## src/rtl/sram_bridge.sv

```systemverilog
// Byte-bus responder on a 16-bit async SRAM; reads land in i_data WAIT+2 clk after an address change.
// No backpressure: accesses always run to completion, and locked holds the CPU off until power-up delay expires.
module sram_bridge #(
  parameter int WAIT       = 1,
  parameter int LOCK_DELAY = 16
) (
  input  logic        clk,
  input  logic        reset,
  input  logic [19:0] address,
  input  logic [7:0]  o_data,
  input  logic        wr,
  output logic [7:0]  i_data,
  output logic        locked,
  output logic [18:0] sram_a,
  input  logic [15:0] sram_dq_i,
  output logic [15:0] sram_dq_o,
  output logic        sram_dq_oe,
  output logic        sram_ce_n,
  output logic        sram_oe_n,
  output logic        sram_we_n,
  output logic        sram_lb_n,
  output logic        sram_ub_n
);

  localparam int CW = $clog2(LOCK_DELAY + 1);
  localparam logic [CW-1:0] LOCK_LAST = CW'(LOCK_DELAY - 1);
  localparam logic          WAIT_LAST = 1'(WAIT);

  typedef enum logic [1:0] {LOCK, IDLE, READ, WRITE} state_t;

  state_t          state_q, state_d;
  logic [CW-1:0]   lock_cnt_q, lock_cnt_d;
  logic            wait_cnt_q, wait_cnt_d;
  logic            locked_q, locked_d;
  logic [7:0]      i_data_q, i_data_d;
  logic [19:0]     acc_addr_q, acc_addr_d;
  logic [19:0]     last_addr_q, last_addr_d;
  logic            valid_q, valid_d;
  logic [15:0]     dq_o_q, dq_o_d;
  logic            dq_oe_q, dq_oe_d;
  logic            ce_n_q, ce_n_d;
  logic            oe_n_q, oe_n_d;
  logic            we_n_q, we_n_d;
  logic            lb_n_q, lb_n_d;
  logic            ub_n_q, ub_n_d;

  always_comb begin
    state_d     = state_q;
    lock_cnt_d  = lock_cnt_q;
    wait_cnt_d  = wait_cnt_q;
    locked_d    = locked_q;
    i_data_d    = i_data_q;
    acc_addr_d  = acc_addr_q;
    last_addr_d = last_addr_q;
    valid_d     = valid_q;
    dq_o_d      = dq_o_q;
    dq_oe_d     = 1'b0;
    ce_n_d      = 1'b1;
    oe_n_d      = 1'b1;
    we_n_d      = 1'b1;
    lb_n_d      = 1'b1;
    ub_n_d      = 1'b1;

    case (state_q)
      LOCK: begin
        lock_cnt_d = lock_cnt_q + CW'(1);
        if (lock_cnt_q == LOCK_LAST) begin
          locked_d = 1'b1;
          state_d  = IDLE;
        end
      end
      IDLE: begin
        wait_cnt_d = 1'b0;
        if (wr) begin
          acc_addr_d = address;
          dq_o_d     = {o_data, o_data};
          state_d    = WRITE;
        end else if (!valid_q || address != last_addr_q) begin
          acc_addr_d = address;
          state_d    = READ;
        end
      end
      READ: begin
        if (wait_cnt_q == WAIT_LAST) begin
          i_data_d    = acc_addr_q[0] ? sram_dq_i[15:8] : sram_dq_i[7:0];
          last_addr_d = acc_addr_q;
          valid_d     = 1'b1;
          state_d     = IDLE;
        end else begin
          wait_cnt_d = wait_cnt_q + 1'b1;
        end
      end
      WRITE: begin
        if (wait_cnt_q == WAIT_LAST) begin
          // Drop the cached byte so the next IDLE re-reads what was just written.
          valid_d = 1'b0;
          state_d = IDLE;
        end else begin
          wait_cnt_d = wait_cnt_q + 1'b1;
        end
      end
      default: state_d = LOCK;
    endcase

    // Strobes follow the state being entered so they are registered with it.
    if (state_d == READ || state_d == WRITE) begin
      ce_n_d  = 1'b0;
      oe_n_d  = (state_d != READ);
      we_n_d  = (state_d != WRITE);
      dq_oe_d = (state_d == WRITE);
      lb_n_d  = acc_addr_d[0];
      ub_n_d  = ~acc_addr_d[0];
    end
  end

  always_ff @(posedge clk) begin
    if (reset) begin
      state_q     <= LOCK;
      lock_cnt_q  <= '0;
      wait_cnt_q  <= 1'b0;
      locked_q    <= 1'b0;
      i_data_q    <= '0;
      acc_addr_q  <= '0;
      last_addr_q <= '0;
      valid_q     <= 1'b0;
      dq_o_q      <= '0;
      dq_oe_q     <= 1'b0;
      ce_n_q      <= 1'b1;
      oe_n_q      <= 1'b1;
      we_n_q      <= 1'b1;
      lb_n_q      <= 1'b1;
      ub_n_q      <= 1'b1;
    end else begin
      state_q     <= state_d;
      lock_cnt_q  <= lock_cnt_d;
      wait_cnt_q  <= wait_cnt_d;
      locked_q    <= locked_d;
      i_data_q    <= i_data_d;
      acc_addr_q  <= acc_addr_d;
      last_addr_q <= last_addr_d;
      valid_q     <= valid_d;
      dq_o_q      <= dq_o_d;
      dq_oe_q     <= dq_oe_d;
      ce_n_q      <= ce_n_d;
      oe_n_q      <= oe_n_d;
      we_n_q      <= we_n_d;
      lb_n_q      <= lb_n_d;
      ub_n_q      <= ub_n_d;
    end
  end

  assign i_data     = i_data_q;
  assign locked     = locked_q;
  assign sram_a     = acc_addr_q[19:1];
  assign sram_dq_o  = dq_o_q;
  assign sram_dq_oe = dq_oe_q;
  assign sram_ce_n  = ce_n_q;
  assign sram_oe_n  = oe_n_q;
  assign sram_we_n  = we_n_q;
  assign sram_lb_n  = lb_n_q;
  assign sram_ub_n  = ub_n_q;

endmodule

```

## config.mk

```make
export PLATFORM = sky130hd
export DESIGN_NAME = sram_bridge
export DESIGN_NICKNAME = d
export VERILOG_FILES = /design/src/rtl/sram_bridge.sv
export SDC_FILE = /design/constraint.sdc
export NUM_CORES = 1
export LEC_CHECK = 0
export CAP_MARGIN = 10
export CORE_ASPECT_RATIO = 0.5
export CORE_MARGIN = 2
export CORE_UTILIZATION = 40
export CTS_BUF_LIST = sky130_fd_sc_hd__clkbuf_4 sky130_fd_sc_hd__clkbuf_8
export CTS_CLUSTER_DIAMETER = 50
export DETAILED_ROUTE_END_ITERATION = 12
export GPL_TIMING_DRIVEN = 0
export PLACE_DENSITY = 0.78
export SYNTH_ARGS = -nofsm -noshare
export SYNTH_HDL_FRONTEND = slang
export SYNTH_SLANG_ARGS = --single-unit
```

## constraint.sdc

```tcl
create_clock -name clk -period 1.7 [get_ports clk]
set_input_delay 0.34 -clock clk [delete_from_list [all_inputs] [get_ports clk]]
set_output_delay 0.34 -clock clk [all_outputs]
set_load 0.02 [all_outputs]
```

== Word level (Yosys, flattened, before mapping) ==
Cells that the tools add are included.

* Register bits after elaboration: 80
* Latch bits: 0
* RAM bits: 0
* Memory bits (read-only): 0
* Input port bits: 47
* Memories kept: 0

* $add $sub $neg: 2
* Multipliers: 0
* Div/mod/pow operators: 0
* $lt $le $gt $ge: 0
* Equal/unequal tests: 11
* Shifts and indexed selects: 0
* Mux-type cells: 15
* Bitwise gates (word level): 2
* Reduce and logical (&&, ||, !) cells: 14

{| class="wikitable"
|+ Operators with widths
! kind !! count
|-
| 20-bit 2-to-1 mux || 2
|-
| 20-bit != test || 1
|-
| 2-bit == test (second input constant) || 4
|-
| 2-bit 2-to-1 mux || 4
|-
| 8-bit 2-to-1 mux || 1
|-
| 2-bit != test (second input constant) || 4
|-
| 2-bit AND reduction || 4
|-
| 2-bit case mux with 3 select lines || 1
|-
| 2-bit nonzero test || 3
|-
| 5-bit by 1-bit adder with 5-bit output (second input constant) || 1
|-
| 5-bit by 4-bit == test with 1-bit output (second input constant) || 1
|-
| 1-bit 2-to-1 mux || 5
|-
| 1-bit case mux with 2 select lines || 2
|-
| 2-bit OR reduction || 2
|-
| 3-bit AND reduction || 1
|-
| 2-bit by 1-bit == test with 1-bit output (second input constant) || 1
|-
| 2-bit zero test || 1
|-
| 1-bit logical OR || 2
|-
| 1-bit NOT || 2
|-
| 1-bit adder (second input constant) || 1
|-
| 1-bit zero test || 1
|}

== Depth between registers and ports, before layout ==
Gate-level depths: netlist (run 1).

* Depth after elaboration: 9
* Gate-level depth with buffers: 8
* Mapped depth without buffers: 8

== Worst setup path before layout (run 1) ==
Ideal clock, no wire load.

* Path type: input -> register
* Start: input address[18]
* End: register acc_addr_q[1]
* Library setup time: 128 ps
* Arrival: 1561 ps
* Required time: 1572 ps
* Path slack: 11 ps
* Stages on the path: 7
* Path buffers: 1
* Path through: xor2_1 nor4_4 nand4b_2 o21ai_4 buf_12 mux2i_1 nor2_1

* Word-level cells in the longest chain between the ends: 4

{| class="wikitable"
|+ RTL lines
! element !! line !! RTL
|-
| from (decl) || 9 || <nowiki>input logic [19:0] address,</nowiki>
|-
| 20-bit != test || 78 || <nowiki>end else if (!valid_q || address != last_addr_q) begin</nowiki>
|-
| 1-bit logical OR || 78 ||
|-
| 2-bit nonzero test (no line) || - ||
|-
| 2-bit AND reduction (no line) || - ||
|-
| to (signal assigned) || 139 || <nowiki>acc_addr_q <= acc_addr_d;</nowiki>
|-
| to (decl) || 36 || <nowiki>logic [19:0] acc_addr_q, acc_addr_d;</nowiki>
|}

Every way passes these cells.
A chain may end at the register's enable or synchronous reset.

== Final worst setup path (run 1) ==
* Start: register last_addr_q[7]
* End: register acc_addr_q[7]

* Word-level cells in the longest chain between the ends: 4

{| class="wikitable"
|+ RTL lines
! element !! line !! RTL
|-
| from (decl) || 37 || <nowiki>logic [19:0] last_addr_q, last_addr_d;</nowiki>
|-
| from (signal assigned) || 140 || <nowiki>last_addr_q <= last_addr_d;</nowiki>
|-
| 20-bit != test || 78 ||
|-
| 1-bit logical OR || 78 ||
|-
| 2-bit nonzero test (no line) || - ||
|-
| 2-bit AND reduction (no line) || - ||
|}

Every way passes these cells.

==> results of run 1 <==
-- critical path: cells and delay by family, from the launching register on --
| family | cells | cell delay [ns] |
|---|---|---|
| muxes | 1 | 0.24 |
| and+or+nand+nor | 3 | 0.68 |
| AOI/OAI and AO/OA | 1 | 0.25 |
| DFF | 1 | 0.34 |
| buffers and inverters | 2 | 0.31 |
| xor gates and xnor gates | 1 | 0.15 |
-- worst min-delay path by stage --
stage	start	end	slack, ns	cells after the start
2_1_floorplan	valid_q	valid_q	0.44	2
3_3_place_gp	valid_q	valid_q	0.45	2
3_5_place_dp	last_addr_q[8]	last_addr_q[8]	0.46	2
4_1_cts	address[10]	acc_addr_q[10]	0.39	3
5_1_grt	address[1]	acc_addr_q[1]	0.35	3
6_report	address[1]	acc_addr_q[1]	0.33	3
-- registers in the layout, indices dropped and copies added, names as in the netlist --
| register | cells |
|---|---|
| acc_addr_q | 20 |
| last_addr_q | 20 |
| i_data | 8 |
| sram_dq_o | 8 |
| lock_cnt_q | 5 |
| state_q | 2 |
| locked | 1 |
| sram_ce_n | 1 |
| sram_dq_oe | 1 |
| sram_lb_n | 1 |
| sram_oe_n | 1 |
| sram_ub_n | 1 |
| sram_we_n | 1 |
| valid_q | 1 |
| wait_cnt_q | 1 |
-- power by group through the flow --
| stage | combinational (mW) | sequential [mW] | clock (mW) |
|---|---|---|---|
| 2_1_floorplan | 0.0688 | 1.73 | 0 |
| 3_3_place_gp | 0.214 | 1.74 | 0 |
| 3_5_place_dp | 0.215 | 1.74 | 0 |
| 4_1_cts | 0.217 | 1.70 | 1.26 |
| 5_1_grt | 0.241 | 1.70 | 1.33 |
| 6_report | 0.226 | 1.70 | 1.24 |
-- cell families (layout without fill, tap and decap cells) --
kind of cell | Yosys count | after routing
buf+inv | 50 | 175
flops | 72 | 72
compound gates | 50 | 50
xor+xnor | 23 | 23
fa+ha+maj | 2 | 2
mux | 27 | 27
simple gates | 123 | 123
-- final cells by class --
class,instances,area (sq um),share of cell area (%)
sequential,72,1450,31.1
multi-input combinational,225,1490,31.9
buffer,45,317,6.81
timing repair buffer,109,1090,23.4
tap,96,120,2.58
clock inverter,3,17.5,0.377
inverter,5,18.8,0.404
clock buffer,13,160,3.44
-- Yosys cell counts --
master                     number  area share [%]
sky130_fd_sc_hd__nand3_1        8             1.3
sky130_fd_sc_hd__a211oi_1      10             2.4
sky130_fd_sc_hd__o21ai_4        1            0.52
sky130_fd_sc_hd__a21oi_1       31             5.0
sky130_fd_sc_hd__nand4_1        2            0.40
sky130_fd_sc_hd__and3_1         1            0.20
sky130_fd_sc_hd__nand4b_2       1            0.48
sky130_fd_sc_hd__nand4b_1       1            0.28
sky130_fd_sc_hd__or2_1          1            0.20
sky130_fd_sc_hd__buf_2          2            0.32
sky130_fd_sc_hd__buf_1          3            0.36
sky130_fd_sc_hd__o22ai_1        1            0.20
sky130_fd_sc_hd__nor4_1         2            0.40
sky130_fd_sc_hd__nor2b_1        2            0.40
sky130_fd_sc_hd__nor3_1         1            0.16
sky130_fd_sc_hd__nor2_1        42             5.1
sky130_fd_sc_hd__nand2_1       56             6.7
sky130_fd_sc_hd__xnor2_1        2            0.56
sky130_fd_sc_hd__mux2i_1       27             8.7
sky130_fd_sc_hd__a21bo_2        1            0.32
sky130_fd_sc_hd__dfxtp_1       72              46
sky130_fd_sc_hd__nor4_4         2             1.4
sky130_fd_sc_hd__inv_1          5            0.60
sky130_fd_sc_hd__o21ai_2        1            0.28
sky130_fd_sc_hd__a21o_1         1            0.24
sky130_fd_sc_hd__o21ai_0        3            0.48
sky130_fd_sc_hd__buf_4         27             6.5
sky130_fd_sc_hd__nor3b_1        2            0.48
sky130_fd_sc_hd__nand2b_1       2            0.40
sky130_fd_sc_hd__clkbuf_1      11             1.3
sky130_fd_sc_hd__ha_1           2            0.80
sky130_fd_sc_hd__a31o_1         1            0.28
sky130_fd_sc_hd__buf_12         2             1.3
sky130_fd_sc_hd__xor2_1        21             5.9
-- through the flow --
step / util (%) / hold slack [ns] / instances
after global routing: 62.6 / 0.354 / 568
after floorplan: - / 0.437 / 347
after detailed placement: 56.5 / 0.458 / 539
after global placement: 56.5 / 0.445 / 539
after CTS: 60.9 / 0.394 / 566
final: 62.6 / 0.331 / 568
-- routing by layer --
metal,vias up,track usage [%]
li1,1352,-
met4,0,8.42
met3,12,5.46
met1,1295,24.7
met5,-,0
met2,86,34.1
-- repair_timing --
item | CTS | global route
resized for setup | 63 | 28
cloned | 0 | 1
buffers inserted | 11 | 1
setup endpoints to repair | 83 | 72
endpoints found under the hold margin | 0 | 0
pin swaps | 8 | 12
==> impl_results.md, run 1 <==
* Status: complete, but fails checks
* Violations in the final reports: setup timing
* Clk Latency, worst-skew pair at 0.36 ns
* PnR worst setup slack at -0.388 ns
* Worst r2r src: last_addr_q[7]
* TritonCTS buffer count at 9
* Synthesized netlist net count at 396
* Final count of negative-setup-slack endpoints at 28
* ANT nets after route at 0
* Most frequent standard cell in the layout excluding fill and tap cells: sky130_fd_sc_hd__dfxtp_1
* Total Power Consumption at 3.16 mW
* First-pass GRT wire length at 12.9 mm
* Met2 WL post-DR at 4.17 mm
* Detailed-route wire length per cell at 15.1 um
* Switching power at 0.733 mW
* DIE AREA at 0.00857 sq mm
* Highest-delay cell along the critical path: sky130_fd_sc_hd__nor4_2
* Internal power at 2.42 mW
* FF+latch count, synth at 72
* Worst-path cell chain: xor2_2 > nor4_2 > nand4_1 > o21ai_4 > buf_6 > clkbuf_16 > mux2i_1 > nor2_1
* Leakage at 2.21 nW
* Number of inserted filler cells in the final layout at 653
* Total of warnings raised by yosys at 0
* H-tree depth reported by CTS at 3
* Number of remaining DRC errors at 0
* Worst setup slack before clock tree synthesis at -0.718 ns
* Area growth from synthesis to layout at 49.0%
* CP arrival at 2.32 ns
* Clock network fraction of design power at 39.1%
* Height of the die at 66.5 um
* Net count of the finished layout at 516
* N_diodes at 0
* Clock slew at reported path FFs at 0.07 ns
* Class of the tightest hold or removal check: input pin to flip-flop
* Per-cell via count in the routed design at 4.83
* Non-Filler Cell Area, Final at 0.00465 sq mm
* Parity-gate share of the synthesized area counting xor and xnor cells at 6.45%
* Top Layer Used: met4
* Clock net sink count at 72
* Global placer's final weighted congestion at 0.775
* Number of max-cap violations at 0
* PortBufs at 96
* Worst setup path class: flip-flop to flip-flop
* Avg Cell Area, Syn at 9.00 sq um
* Part of the power in registers at 53.7%
* Gate count of the mapped netlist at 347
* Share of total power consumed by net switching at 23.2%
* Fin crit share at 123%
* IO Count at 97
* Proportion of synthesized chip area in sequential cells at 46.2%
* Effective utilization at floorplan at 42.0%
* R2R cell count at 8
* Core region area at 0.00743 sq mm
* Via count of the first global-routing pass at 2581
* Width of the die at 129 um
* Combinational share of power at 7.2%
* Clock root cell: sky130_fd_sc_hd__clkbuf_8
* Setup repair after global routing missed its margin: yes
* Post-synthesis mux area share at 8.66%
* Clock period minus final worst setup slack at 2.09 ns
* Transition time at the pin with the least slew margin at 0.710 ns
* Number of detailed-route iterations in the first pass at 4
* Share of synthesized cell area in full adder, half adder and majority cells at 0.802%
* Leading cell types in the layout, fill and taps excluded: sky130_fd_sc_hd__dfxtp_1 (69), sky130_fd_sc_hd__nand2_1 (56), sky130_fd_sc_hd__clkdlybuf4s50_1 (47), sky130_fd_sc_hd__nor2_1 (40), sky130_fd_sc_hd__dlygate4sd2_1 (39)
* Highest cell delay on the worst timing path at 0.37 ns
* Via count at 2745
* Post-detail-place hpwl at 5.57 mm
* Deepest clock path buffer count at 2
* VDD IR max at 0.371 mV
* Clk_skew at 0.0152 ns
* Largest net degree at the start of global routing at 12
* Post-synthesis compound-gate area fraction at 9.70%
* Final Hold Vio Count at 0
* Count of hold buffers inserted by post-cts repair at 0
* Netlist cell types at 34
* Crit start category: flip-flop
* Remaining max-slew budget at the tightest pin at 52.7%
* CP endpoint kind: flip-flop
* Worst endpoint required time at 1.93 ns
* Layout cells sized above 1 at 19.9%
* Worst R2R End: acc_addr_q[7]
* Sum of routed wire length over all layers at 8.60 mm
* Dominant combinational cell family by area after synthesis: simple AND/OR/NAND/NOR gates
* Area share of and/or/nand/nor cells after synthesis at 17.8%
* Initial antenna violation count at 0
* Row count at 22
* Sum of negative setup slack at -7.03 ns
* TritonCTS clock tree: built
* Worst setup path end: acc_addr_q[7]
* Power Dens Cells at 679 mW/mm^2
* Routed met1 length at 3.81 mm
* Routed wire length on met3 at 503 um
* Global route overflow at 0
* Highest attainable clock frequency at 479 MHz
* Global-route usage over all layers at 20.2%
* Pins Over Slew Limit at 0
* Largest fanout on the critical path at 5
* DP Area at 0.00420 sq mm
* Initial drt markers at 162
* Flop2flop setup slack at -0.39 ns
* Startpoint of the worst setup timing path: last_addr_q[7]
* Post-synthesis cell area at 0.00312 sq mm
(Power assumes the default switching activity.)
==> run 2, diff against run 1 <==
--- a/config.mk
+++ b/config.mk
@@ -13,7 +13,7 @@
 export CTS_CLUSTER_DIAMETER = 50
 export DETAILED_ROUTE_END_ITERATION = 12
 export GPL_TIMING_DRIVEN = 0
-export PLACE_DENSITY = 0.78
+export PLACE_DENSITY = 0.75
 export SYNTH_ARGS = -nofsm -noshare
 export SYNTH_HDL_FRONTEND = slang
 export SYNTH_SLANG_ARGS = --single-unit
==> constraint.sdc (replaced) <==
create_clock -name clk -period 2.6 [get_ports clk]
set_input_delay 0.52 -clock clk [delete_from_list [all_inputs] [get_ports clk]]
set_output_delay 0.52 -clock clk [all_outputs]
set_load 0.02 [all_outputs]
==> run 2 against run 1 <==
- the flow now finishes without violations
- register-to-register slack improved by 1.0 ns
- first-iteration DRC count rose by 5.6%
- sequential share of layout area rose by 1.6 points
- final cell count fell by 2.3%
- critical path depth did not move
- sequential power fell by 35%
- non-clock buffer count fell by 13
- die area did not move
- critical endpoint is now acc_addr_q[9]
- largest cell class is now registers
==> impl_results.md, run 2 (synthesis results as in run 1) <==
* Status: finished clean
* Fin crit share at 86.0%
* Clk Latency, worst-skew pair at 0.36 ns
* Setup Fix Bufs, Post-CTS at 0
* Clk_skew at 0.0106 ns
* Initial antenna violation count at 0
* DP Area at 0.00420 sq mm
* Global-route usage over all layers at 18.4%
* Largest fanout on the critical path at 10
* Clock net sink count at 72
* Number of gates resized after cts at 0
* First-pass GRT wire length at 11.8 mm
* Detailed-route wire length per cell at 13.2 um
* Sum of routed wire length over all layers at 7.33 mm
* Leakage at 1.81 nW
* Row count at 22
* Registers with the highest flip-flop counts: acc_addr_q: 20 flops, last_addr_q: 20 flops
* Number of detailed-route iterations in the first pass at 4
* Highest attainable clock frequency at 447 MHz
* Worst setup path end: acc_addr_q[9]
* Count of hold buffers inserted by post-cts repair at 0
* Area growth from synthesis to layout at 41.2%
* Layout cells sized above 1 at 11.5%
* Number of remaining DRC errors at 0
* Number of max-cap violations at 0
* Width of the die at 129 um
* Global route overflow at 0
* Clock root cell: sky130_fd_sc_hd__clkbuf_8
* Deepest clock path buffer count at 2
* WHS Path Cells at 2
* Pins Over Slew Limit at 0
* TritonCTS buffer count at 9
* Post-detail-place hpwl at 5.44 mm
* Clock slew at reported path FFs at 0.08 ns
* Class of the tightest hold or removal check: flip-flop to flip-flop
* TritonCTS clock tree: built
* Startpoint of the worst setup timing path: address[1]
* Global placer's final weighted congestion at 0.837
* Final Hold Vio Count at 0
* Leading cell types in the layout, fill and taps excluded: sky130_fd_sc_hd__clkdlybuf4s50_1 (96), sky130_fd_sc_hd__dfxtp_1 (72), sky130_fd_sc_hd__nand2_1 (56), sky130_fd_sc_hd__nor2_1 (42), sky130_fd_sc_hd__a21oi_1 (31)
* Net count of the finished layout at 503
* CP endpoint kind: flip-flop
* Via count at 2608
* Initial drt markers at 171
* DIE AREA at 0.00857 sq mm
* Height of the die at 66.5 um
* Transition time at the pin with the least slew margin at 0.661 ns
* Worst R2R End: acc_addr_q[9]
* CP arrival at 2.47 ns
* ANT nets after route at 0
* Most frequent standard cell in the layout excluding fill and tap cells: sky130_fd_sc_hd__clkdlybuf4s50_1
* Power Dens Cells at 491 mW/mm^2
* Final count of negative-setup-slack endpoints at 0
* Per-cell via count in the routed design at 4.70
* Crit start category: input pin
* Via count of the first global-routing pass at 2397
* Effective utilization at floorplan at 42.0%
* H-tree depth reported by CTS at 3
* Number of inserted filler cells in the final layout at 694
* Core region area at 0.00743 sq mm
* Largest net degree at the start of global routing at 12
* Non-Filler Cell Area, Final at 0.00441 sq mm
* Remaining max-slew budget at the tightest pin at 55.8%
* PortBufs at 96
* Worst r2r src: last_addr_q[1]
* Flop2flop setup slack at 0.66 ns
* R2R cell count at 7
* Worst setup path class: input pin to flip-flop
* Clock period minus final worst setup slack at 2.24 ns
* IO Count at 97
* N_diodes at 0
* Worst endpoint required time at 2.83 ns
* VDD IR max at 0.225 mV
* Setup repair after global routing missed its margin: no
* Sum of negative setup slack at 0 ns
[run 2: cell count changes in the layout (fill, tap and decap cells not counted), sizes merged]
cell	change
clkdlybuf4s50	+49
dlygate4sd2	-39
buf	-10
dlymetal6s2s	-10
clkbuf	-3
bufinv	+1
clkinvlp	-1
[run 2: where the power goes]
group          switching (mW)  internal [mW]
Clock                   0.399          0.514
Sequential            0.00328           1.11
Combinational          0.0614         0.0801
[run 2: cell type report]
type                    count  area [sq um]  area share [%]
repair buffers             96           961            21.8
clock buffers              13           166            3.77
inverters                   5          18.8           0.426
well taps                  96           120            2.72
flip-flops and latches     72          1440            32.7
clock inverters             3          40.0           0.908
multi-input cells         225          1360            30.8
plain buffers              45           305            6.92
[run 2: layer usage]
| metal | vias to the layer above | routed length, um | track usage, % |
|---|---|---|---|
| li1 | 1342 | - | - |
| met4 | 0 | 72 | 4.62 |
| met1 | 1194 | 3580 | 24.0 |
| met3 | 9 | 448 | 7.31 |
| met2 | 63 | 3230 | 28.5 |
| met5 | - | 0 | 0 |
[run 2: worst min-delay path by stage]
stage                         start               to  slack, ns
global route        last_addr_q[15]  last_addr_q[15]       0.49
CTS                         valid_q          valid_q       0.47
finish                      valid_q          valid_q       0.46
detailed placement          valid_q          valid_q       0.46
floorplan                   valid_q          valid_q       0.44
global placement            valid_q          valid_q       0.45
[run 2: worst max-delay path, cell delays in order]
cell	delay, ns
sky130_fd_sc_hd__clkdlybuf4s50_1	0.44
sky130_fd_sc_hd__xor2_1	0.19
sky130_fd_sc_hd__nor4_1	0.33
sky130_fd_sc_hd__nand4_1	0.22
sky130_fd_sc_hd__o21ai_4	0.30
sky130_fd_sc_hd__buf_12	0.19
sky130_fd_sc_hd__mux2i_1	0.22
sky130_fd_sc_hd__nor2_1	0.06
[run 2: metrics by stage]
stage               power, mW  hold slack (ns)  instances  setup slack [ns]  utilization [%]
CTS                      2.19            0.467        555             0.380             59.3
floorplan                1.18            0.437        347             0.731                -
finish                   2.16            0.465        555             0.363             59.3
global placement         1.28            0.451        539            0.0339             56.5
global route             2.25            0.485        555             0.300             59.3
detailed placement       1.28            0.455        539            0.0176             56.5
